`src/rtl/fetch_stage.sv`:
```
// fetch_stage: instruction-fetch stage and IF/ID pipeline register of the
// pipelined RV32I core.
//
// Holds the fetch PC, drives the instruction-memory req/ready handshake,
// applies CU redirects (jorbranch) and load-use stalls, and presents
// IR/PC/PC+4 to decode. A one-entry skid buffer catches an instruction that
// returns during a stall; a squash state discards a fetch that was
// outstanding when a redirect arrived.
//
// Ports:
//   clk, rst                 core clock, synchronous active-high reset
//   jorbranch[1:0]           00/11 sequential, 01 branch/JAL, 10 JALR
//   branch_target[31:0]      branch/JAL target
//   jalr_target[31:0]        JALR target (bit 0 cleared internally)
//   stall                    load-use hazard: hold IF/ID
//   imem_req, imem_addr      fetch request / word-aligned address
//   imem_ready, imem_rdata   transfer completion / returned instruction
//   if_id_ir, if_id_pc, if_id_pc4, if_id_valid   IF/ID register to decode
//   fetch_misalign           only with FETCH_MISALIGN_DET_EN: one-cycle pulse
//                            after a redirect to a misaligned target
//
// Optional feature macro: FETCH_MISALIGN_DET_EN
module fetch_stage #(
  parameter logic [31:0] RESET_PC  = 32'h0000_0000,
  parameter logic [31:0] NOP_INSTR = 32'h0000_0013
) (
  input  logic        clk,
  input  logic        rst,
  input  logic [1:0]  jorbranch,
  input  logic [31:0] branch_target,
  input  logic [31:0] jalr_target,
  input  logic        stall,
  output logic        imem_req,
  output logic [31:0] imem_addr,
  input  logic        imem_ready,
  input  logic [31:0] imem_rdata,
  output logic [31:0] if_id_ir,
  output logic [31:0] if_id_pc,
  output logic [31:0] if_id_pc4,
  output logic        if_id_valid
`ifdef FETCH_MISALIGN_DET_EN
  ,
  output logic        fetch_misalign
`endif
);

  typedef enum logic [1:0] {
    ST_RUN,
    ST_HOLD,
    ST_SQUASH
  } state_t;

  state_t      state_q, state_d;
  logic [31:0] fetch_q, fetch_d;
  logic [31:0] rpc_q, rpc_d;
  logic [31:0] skid_ir_q, skid_ir_d;
  logic [31:0] skid_pc_q, skid_pc_d;
  logic [31:0] ir_q, ir_d;
  logic [31:0] pc_q, pc_d;
  logic [31:0] pc4_q, pc4_d;
  logic        vld_q, vld_d;

  logic        redirect;
  logic [31:0] raw_target;
  logic [31:0] target;

  always_comb begin
    redirect   = (jorbranch == 2'b01) || (jorbranch == 2'b10);
    raw_target = (jorbranch == 2'b10) ? (jalr_target & 32'hFFFF_FFFE) : branch_target;
    target     = raw_target & 32'hFFFF_FFFC;
  end

  assign imem_req  = (state_q != ST_HOLD);
  assign imem_addr = fetch_q;

  always_comb begin
    state_d   = state_q;
    fetch_d   = fetch_q;
    rpc_d     = rpc_q;
    skid_ir_d = skid_ir_q;
    skid_pc_d = skid_pc_q;
    ir_d      = ir_q;
    pc_d      = pc_q;
    pc4_d     = pc4_q;
    vld_d     = vld_q;

    case (state_q)
      ST_RUN: begin
        if (redirect) begin
          ir_d  = NOP_INSTR;
          vld_d = 1'b0;
          if (imem_ready) begin
            fetch_d = target;
          end else begin
            rpc_d   = target;
            state_d = ST_SQUASH;
          end
        end else if (imem_ready) begin
          fetch_d = fetch_q + 32'd4;
          if (!stall) begin
            ir_d  = imem_rdata;
            pc_d  = fetch_q;
            pc4_d = fetch_q + 32'd4;
            vld_d = 1'b1;
          end else begin
            // Decode is stalled: park the returned word so it is not lost.
            skid_ir_d = imem_rdata;
            skid_pc_d = fetch_q;
            state_d   = ST_HOLD;
          end
        end else if (!stall) begin
          ir_d  = NOP_INSTR;
          vld_d = 1'b0;
        end
      end

      ST_HOLD: begin
        if (redirect) begin
          ir_d    = NOP_INSTR;
          vld_d   = 1'b0;
          fetch_d = target;
          state_d = ST_RUN;
        end else if (!stall) begin
          ir_d    = skid_ir_q;
          pc_d    = skid_pc_q;
          pc4_d   = skid_pc_q + 32'd4;
          vld_d   = 1'b1;
          state_d = ST_RUN;
        end
      end

      ST_SQUASH: begin
        // The outstanding fetch must complete at its original address; its
        // data is wrong-path and never enters IF/ID.
        ir_d  = NOP_INSTR;
        vld_d = 1'b0;
        if (redirect) rpc_d = target;
        if (imem_ready) begin
          fetch_d = redirect ? target : rpc_q;
          state_d = ST_RUN;
        end
      end

      default: state_d = ST_RUN;
    endcase
  end

  always_ff @(posedge clk) begin
    if (rst) begin
      state_q   <= ST_RUN;
      fetch_q   <= RESET_PC;
      rpc_q     <= RESET_PC;
      skid_ir_q <= '0;
      skid_pc_q <= '0;
      ir_q      <= NOP_INSTR;
      pc_q      <= '0;
      pc4_q     <= 32'd4;
      vld_q     <= 1'b0;
    end else begin
      state_q   <= state_d;
      fetch_q   <= fetch_d;
      rpc_q     <= rpc_d;
      skid_ir_q <= skid_ir_d;
      skid_pc_q <= skid_pc_d;
      ir_q      <= ir_d;
      pc_q      <= pc_d;
      pc4_q     <= pc4_d;
      vld_q     <= vld_d;
    end
  end

  assign if_id_ir    = ir_q;
  assign if_id_pc    = pc_q;
  assign if_id_pc4   = pc4_q;
  assign if_id_valid = vld_q;

`ifdef FETCH_MISALIGN_DET_EN
  logic misaligned;

  // JALR bit 0 is architecturally ignored, so only bit 1 counts there.
  assign misaligned = raw_target[1] | ((jorbranch == 2'b01) & raw_target[0]);

  always_ff @(posedge clk) begin
    if (rst) fetch_misalign <= 1'b0;
    else     fetch_misalign <= redirect & misaligned;
  end
`endif

endmodule

```
`config.mk`:
```
export PLATFORM = sky130hd
export DESIGN_NAME = fetch_stage
export DESIGN_NICKNAME = d
export VERILOG_FILES = /design/src/rtl/fetch_stage.sv
export SDC_FILE = /design/constraint.sdc
export NUM_CORES = 1
export LEC_CHECK = 0
export ABC_AREA = 1
export ABC_CLOCK_PERIOD_IN_PS = 2360
export CORE_MARGIN = 2
export CORE_UTILIZATION = 45
export DETAILED_ROUTE_END_ITERATION = 16
export PLACE_DENSITY = 0.84
export SETUP_SLACK_MARGIN = 0.2
export SLEW_MARGIN = 20
export SYNTH_ARGS = -nofsm -noshare
export SYNTH_HDL_FRONTEND = slang
export SYNTH_SLANG_ARGS = --single-unit
export TNS_END_PERCENT = 20
```
`constraint.sdc`:
```
create_clock -name clk -period 2.36 [get_ports clk]
set_clock_uncertainty 0.15 [all_clocks]
set_input_delay 0.708 -clock clk [delete_from_list [all_inputs] [get_ports clk]]
set_output_delay 0.708 -clock clk [all_outputs]
set_load 0.01 [all_outputs]
```
; Word-level counts from Yosys, hierarchy flattened
; Cells that the tools add are included.
[classes]
addsub = 2
bitwise = 1
n_mux = 44
reduce_logical = 12
eq_ne = 20
[ops]
columns = operator, n
row1 = 32-bit 2-to-1 mux, 25
row2 = 32-bit one-hot mux with 2 select lines, 3
row3 = 32-bit one-hot mux with 3 select lines, 2
row4 = 32-bit by 3-bit adder with 32-bit output (second input constant), 2
row5 = 2-bit inequality test (second input constant), 9
row6 = 3-bit inequality test (second input constant), 5
row7 = 2-bit 2-to-1 mux, 7
row8 = 4-bit AND reduction, 2
row9 = 2-bit one-hot mux with 3 select lines, 1
row10 = 3-bit AND reduction, 2
row11 = 6-bit AND reduction, 1
row12 = 1-bit 2-to-1 mux, 5
row13 = 5-bit AND reduction, 1
row14 = 2-bit by 1-bit == test with 1-bit output (second input constant), 2
row15 = 2-bit == test (second input constant), 2
row16 = 4-bit inequality test (second input constant), 1
row17 = 2-bit nonzero test, 2
row18 = 1-bit one-hot mux with 3 select lines, 1
row19 = 3-bit nonzero test, 1
row20 = 2-bit logical NOT, 1
row21 = 2-bit by 1-bit inequality test with 1-bit output (second input constant), 1
row22 = 2-bit AND reduction, 1
row23 = 1-bit logical OR, 1
row24 = 1-bit NOT, 1
[totals]
out_inout_bits = 130
regBits = 227
inputBits = 102
elab_cells = 88

; Longest topological paths before layout
; Gate-level depths: netlist (run 1).
[depth]
ltp_word = 5
mapped_depth = 13

; Worst setup path before layout (run 1)
; No wires, ideal clock.
[synth_path]
path_type = input to register
start = input jorbranch[0]
end = register pc4_q[10], in the netlist if_id_pc4[10]
slack_ns = 0.056
setup_ns = 0.116
required_ns = 2.094
t_arrival_ns = 2.038
stages = 9
cell_sequence = inv_1 > ha_1 > inv_2 > nor4_4 > buf_4 > buf_4 > o211ai_1 > o211ai_1 > inv_1
[synth_via]
elab_chain_len = 4
[synth_rtl]
columns = element, line_no
row1 = "start, declared", 29  ; input logic [1:0] jorbranch,
row2 = 2-bit by 1-bit == test with 1-bit output or 2-bit == test (tied branches), 68  ; redirect = (jorbranch == 2'b01) || (jorbranch == 2'b10);
row3 = 1-bit logical OR (*), 68
row4 = 2-bit inequality test (no source line), n/a
row5 = 6-bit AND reduction (no source line) (*), n/a
row6 = "end signal, assigned", 167  ; pc4_q <= pc4_d;
row7 = "end, declared", 60  ; logic [31:0] pc4_q, pc4_d;
; Every way passes the cells marked *; elsewhere a longest branch is shown, timed or not.
; A chain may end at the register's enable or synchronous reset.

; Worst setup path in the final report (run 1)
[layout_path]
start = register fetch_q[5], in the netlist imem_addr[5]
end = output imem_addr[5]
[layout_rtl]
columns = element, line_no
row1 = "start, declared", 54  ; logic [31:0] fetch_q, fetch_d;
row2 = "start signal, assigned", 161  ; fetch_q <= fetch_d;
row3 = "end, declared", 34  ; output logic [31:0] imem_addr,
; No word-level cell between the ends.

==> summary.txt, run 1 <==
Outcome
  • Outcome: completed

Routing
  • Number of DRC markers in iteration 0: approximately 1,600
  • Via-to-Cell Ratio: roughly 5.7
  • Remaining DRCs: 0
  • WL per Instance: approximately 17 µm
  • Total Routed Length: ~42,000 µm
  • Via count: 13,846
  • Drt first pass iters: 6
  • Antenna violation net count after detailed routing: 0

Clocking
  • Htree depth: 1
  • Num CTS Buffers: 25
  • Clock transition at the registers of the reported paths: about 60 ps
  • Clock latency on the worst-skew pair: 540 ps
  • Root buffer cell: clkbuf_16
  • Clock Tree Buf Depth: 3
  • CTS tree: built
  • # clock sinks: 225

Min path
  • Hold crit path type: flop to flop

Global route
  • Total gr overflow: 0
  • Antenna violations before repair: 0
  • Vias in the first global route: roughly 13,000
  • GRT Total Usage: 28.9%
  • First-pass GRT wire length: 66,600 µm
  • Largest net degree at the start of global routing: 70

Power and ir drop
  • P_int: roughly 10,000 µW
  • Leakage power: approximately 0.0071 µW
  • Power per Cell Area: ~1100 mW/mm²
  • Switching power: around 7500 µW
  • Clock power frac: ~22%
  • VDD IR max: between 0.0008 and 0.0009 V
  • PnR Total Power: ~18,000 µW
  • Flop pwr share: 33.0%
  • Sw Share: 41.8%
  • Gate power share: ~45%

Die
  • Core ar.: 0.0260 mm²
  • Rows: 59
  • Die ar.: between 0.02 and 0.03 mm²
  • Top-Level Pins: 232
  • Die Y: 166 µm
  • Starting Density: a little under half
  • Horiz. Die Dim: between 150 and 200 µm

Setup path
  • FF-to-FF setup slack: approximately 300 ps
  • Critical Path, Cell by Cell: clkdlybuf4s15_2
  • CP startpoint kind: flop
  • R2r worst-path depth: 9
  • Worst reg2reg path startpoint: imem_addr[2]
  • CP max stage cell: dfxtp_1
  • CP Max Fanout: 4
  • Critical setup path kind: flop to output pin
  • Setup crit end: imem_addr[5]
  • Arrival time at the worst endpoint: roughly 1300 ps
  • Worst r2r dst: imem_addr[17]
  • Required @ worst endpoint: 1500 ps
  • CP Depth: 1
  • Crit end category: output pin
  • Buffers plus inverters on the worst setup path: 1
  • CP Launch Point: imem_addr[5]
  • Slowest stage delay, CP: between 400 and 500 ps
  • Crit-path leading delay family: flip-flops

Place
  • IO Port Bufs: roughly 230
  • Placed cells: about 2,400
  • Routability Congestion: ~0.94
  • DP HPWL: about 29,000 µm

Yosys
  • Top FF cell, synth: dfxtp_1
  • Syn nets: about 1,900
  • Post-synth ARST share: 0%
  • Post-Synthesis Cells: between 1,500 and 2,000
  • Post-synth EDFFs: 0
  • Seq cells post-synth: around 230
  • Yosys warns: 0
  • Synthesized area: about 0.012 mm²
  • Post-synthesis sequential area ratio: 38.0%
  • Syn_area_per_cell: around 6.6 µm²
  • Synth cell types: 38

Job
  • Max-Cap Viols: 0

Cells and area
  • Fin cells: around 2,400
  • Commonest non-fill, non-tap cells in the layout: 500 x nand2_1, 235 x o21ai_0, 201 x dfxtp_1
  • Fillcell total: around 2,300
  • N_diodes: 0
  • Final nets: 2,172
  • Area grow syn2layout: 36.9%
  • Most common cell after layout, fill and taps aside: nand2_1
  • Layout cells sized above 1: 12.3%

STA
  • Tcrit/Tclk final: around nine tenths
  • Relative slew slack: a little under three fifths
  • Slew Viols, Final: 0
  • Slew @ Worst Pin: 642 ps
  • Clock period minus worst slack: around 2200 ps
  • # setup viols final: 0
  • Unrepaired setup endpoints after global routing: yes
  • Achievable frequency: approximately 460 MHz
  • Final hold violation count: 0
-- registers in the layout (all words and copies together), names as in the netlist --
signal / cells
if_id_ir: 32
if_id_pc: 32
imem_addr: 32
rpc_q: 32
skid_ir_q: 32
skid_pc_q: 32
if_id_pc4: 30
state_q: 2
if_id_valid: 1
-- kinds of logic after synthesis --
logic type                 count (synthesis)  synth area share [%]
DFF                                      225                  38.0
and+or+nand+nor                          781                  26.3
adders and majority gates                  7                 0.739
muxes                                     14                  1.33
xor gates and xnor gates                  27                  1.99
buffers and inverters                    226                  7.69
AOI/OAI and AO/OA                        520                  24.0
-- timing repair --
item	4_1_cts	5_1_grt
endpoints found under the setup margin	231	125
pin swaps	2	4
setup buffers	0	5
gates cloned	0	2
gates resized for setup	174	25
hold buffers	0	0
-- Yosys cell counts (all sizes together), types with 6 or more instances --
cell type / number / area [µm²]
dfxtp: 225 / 4500
xnor2: 8 / 70.1
or2: 6 / 37.5
o21ai: 255 / 1280
inv: 101 / 379
nand3: 54 / 270
buf: 44 / 229
o21a: 11 / 82.6
nor2: 198 / 778
o211ai: 13 / 97.6
mux2: 14 / 158
nand2: 503 / 1890
nand4: 8 / 50.1
xor2: 19 / 166
a21oi: 143 / 716
clkbuf: 78 / 293
ha: 7 / 87.6
a31oi: 61 / 382
a22oi: 29 / 218
-- through the flow --
step / TNS (ps) / setup slack (ps) / util (%) / area [µm²] / hold slack (ps)
finish: 0 / 191 / 62.4 / 16200 / 304
global route: 0 / 169 / 62.4 / 16200 / 326
CTS: 0 / 33.3 / 61.8 / 16000 / 310
detailed placement: -74180 / -460 / 58.9 / 15300 / 301
global placement: -70780 / -450 / 58.9 / 15300 / 292
floorplan: 0 / 190 / - / 11900 / 289
-- area by class of cell --
type | instances | area [µm²] | share of cell area [%]
multi-input cells | 1349 | 6550 | 40.4
flip-flops and latches | 225 | 4560 | 28.1
repair buffers | 358 | 3470 | 21.4
clock buffers | 36 | 737 | 4.54
well taps | 335 | 419 | 2.58
inverters | 104 | 400 | 2.47
clock inverters | 10 | 85.1 | 0.524
-- how the worst min path moves through the flow --
stage | slack, ps | startpoint | end | cells after the start
after CTS | 310 | if_id_pc4[2] | if_id_pc4[2] | 2
final | 300 | if_id_pc4[2] | if_id_pc4[2] | 2
after global routing | 330 | if_id_pc4[12] | if_id_pc4[12] | 2
after global placement | 290 | if_id_pc4[2] | if_id_pc4[2] | 2
after detailed placement | 300 | if_id_pc4[2] | if_id_pc4[2] | 2
after floorplan | 290 | rpc_q[0] | rpc_q[0] | 2
-- per-layer routing --
layer	GRT usage [%]	wire [µm]	part of all wire (%)	vias up
li1	-	-	-	6517
met1	34.3	15900	38	6329
met2	49.1	19600	47	839
met3	5.77	4180	9.9	161
met4	15.6	2460	5.8	0
met5	0	0	0	-
-- power by group through the flow --
stage / clock [µW] / sequential, µW / combinational [µW]
after detailed placement: 0 / 5860 / 8070
after CTS: 3920 / 5860 / 7740
after floorplan: 0 / 5840 / 3960
after global routing: 4070 / 6010 / 8810
after global placement: 0 / 5830 / 7890
final: 3910 / 5930 / 8140
Note: power is estimated with default switching activity, not from simulation.
==> run 2, diff against run 1 <==
- CORE_UTILIZATION: 45 -> 47
- PLACE_DENSITY: 0.84 -> 0.87
- SKIP_LAST_GASP: default -> 1
==> run 2 against run 1 <==
  * Sequential share of layout area about the same
  * Largest power group unchanged
  * Via count barely moved
  * Wire length shrank 1.2%
  * Sequential power about the same
  * Largest cell class unchanged
==> summary.txt, run 2 (synthesis results as in run 1) <==
Die
  • Horiz. Die Dim: 163 µm
  • Die ar.: around 0.027 mm²
  • Rows: a little under 60
  • Top-Level Pins: between 200 and 250
  • Core ar.: 0.0250 mm²
  • Starting Density: 47.5%
  • Die Y: between 150 and 200 µm

STA
  • Setup TNS: 0 ps
  • Tcrit/Tclk final: 97.2%
  • Clock period minus worst slack: between 2000 and 2500 ps
  • Slew Viols, Final: 0
  • Achievable frequency: 436 MHz
  • Final hold violation count: 0
  • # setup viols final: 0
  • Unrepaired setup endpoints after global routing: yes
  • Slew @ Worst Pin: between 600 and 700 ps
  • Relative slew slack: 55.6%

Global route
  • Vias in the first global route: about 13,000
  • Antenna violations before repair: 0
  • First-pass GRT wire length: approximately 66,000 µm
  • GRT Total Usage: 30.4%
  • Largest net degree at the start of global routing: 75
  • Total gr overflow: 0

Cells and area
  • Layout cells sized above 1: 11.8%
  • Fin cells: 2,401
  • Multi-input gate area: 0.00655 mm²
  • Final nets: roughly 2,200
  • N_diodes: 0
  • Fillcell total: 2,127
  • Final instance area: between 0.015 and 0.02 mm²
  • Sequential cell area: 0.00457 mm²
  • Area grow syn2layout: 36.8%
  • Most common cell after layout, fill and taps aside: nand2_1
  • Commonest non-fill, non-tap cells in the layout: 499 x nand2_1, 235 x o21ai_0, 200 x dfxtp_1
  • Final Util: between 60% and 70%

Min path
  • Hold depth: 2
  • Hold Path Sink: if_id_pc4[2]
  • HP Start: if_id_pc4[2]
  • Hold crit path type: flop to flop

Place
  • Routability Congestion: around 0.92
  • IO Port Bufs: about 230
  • Post-placement cell area: 0.0151 mm²
  • DP HPWL: approximately 29,000 µm
  • Placed cells: 2,347

Setup path
  • CP startpoint kind: flop
  • CP Max Fanout: 2
  • Critical setup path kind: flop to output pin
  • Worst r2r dst: if_id_pc4[18]
  • Required @ worst endpoint: around 1500 ps
  • CP max stage cell: clkdlybuf4s50_1
  • Critical Path, Cell by Cell: clkdlybuf4s50_1
  • Buffers plus inverters on the worst setup path: 1
  • FF-to-FF setup slack: 240 ps
  • Slowest stage delay, CP: roughly 550 ps
  • Worst reg2reg path startpoint: imem_addr[2]
  • Crit end category: output pin
  • R2r worst-path depth: 9
  • Crit-path leading delay family: buffers and inverters
  • Arrival time at the worst endpoint: between 1000 and 1500 ps

Routing
  • Drt first pass iters: 6
  • Via count: approximately 14,000
  • Antenna violation net count after detailed routing: 0
  • Number of DRC markers in iteration 0: about 1,300
  • Total Routed Length: about 42,000 µm
  • WL per Instance: roughly 17 µm
  • Via-to-Cell Ratio: just under 6
  • Remaining DRCs: 0

Clocking
  • # hold bufs at CTS: 0
  • Clock transition at the registers of the reported paths: roughly 60 ps
  • Clock latency on the worst-skew pair: 530 ps
  • Htree depth: 1
  • CTS tree: built
  • Root buffer cell: clkbuf_16
  • Clock Tree Buf Depth: 3
  • Num CTS Buffers: 24
  • # clock sinks: around 230

Power and ir drop
  • Leakage power: ~0.0071 µW
  • VDD IR max: approximately 0.00063 V
  • Power per Cell Area: roughly 1100 mW/mm²

Job
  • Max-Cap Viols: 0

Outcome
  • Outcome: completed
==> run 2: routing by layer <==
layer  part of all wire, %  vias to the layer above  GRT usage (%)
met1                    37                     6373           35.5
met4                   6.5                        0           18.7
met3                   9.9                      180           6.52
met2                    46                      787           50.8
li1                      -                     6502              -
met5                     0                        -              0
==> run 2: per-stage QoR <==
step	power, µW	hold WS [ps]	worst slack, ps
2_1_floorplan	9810	289	190
5_1_grt	19000	317	53.5
6_report	18100	306	65.9
3_3_place_gp	13600	298	-484
4_1_cts	17900	310	-43.3
3_5_place_dp	13800	301	-534
==> run 2: worst max-delay path by stage <==
stage                       from            end  slack [ps]  cells after the start
floorplan           jorbranch[0]  if_id_pc4[10]         190                      9
global placement    jorbranch[0]  if_id_pc4[23]        -480                     10
detailed placement  jorbranch[0]   if_id_pc[13]        -530                     10
CTS                   state_q[1]       imem_req         -40                      4
global route        if_id_pc[27]   if_id_pc[27]          50                      1
finish              if_id_ir[13]   if_id_ir[13]          70                      1
==> run 2: repair_timing <==
item | CTS | global route
setup endpoints to repair | 314 | 154
setup buffers | 6 | 3
resized for setup | 106 | 40
pin swaps | 4 | 5
gates cloned | 1 | 0
==> run 2: area by class of cell <==
type | count | share of cell area (%)
inverter | 104 | 2.46
clock buffer | 34 | 4.24
multi-input combinational | 1349 | 40.4
sequential | 225 | 28.2
clock inverter | 10 | 1.01
timing repair buffer | 349 | 21.2
tap | 330 | 2.55
==> run 2: where the power goes <==
group	total, µW	switching (µW)	leakage [µW]	internal (µW)
Combinational	8060	4760	0.00480	3310
Sequential	5960	1070	0.00186	4890
Clock	4080	1610	0.000417	2470
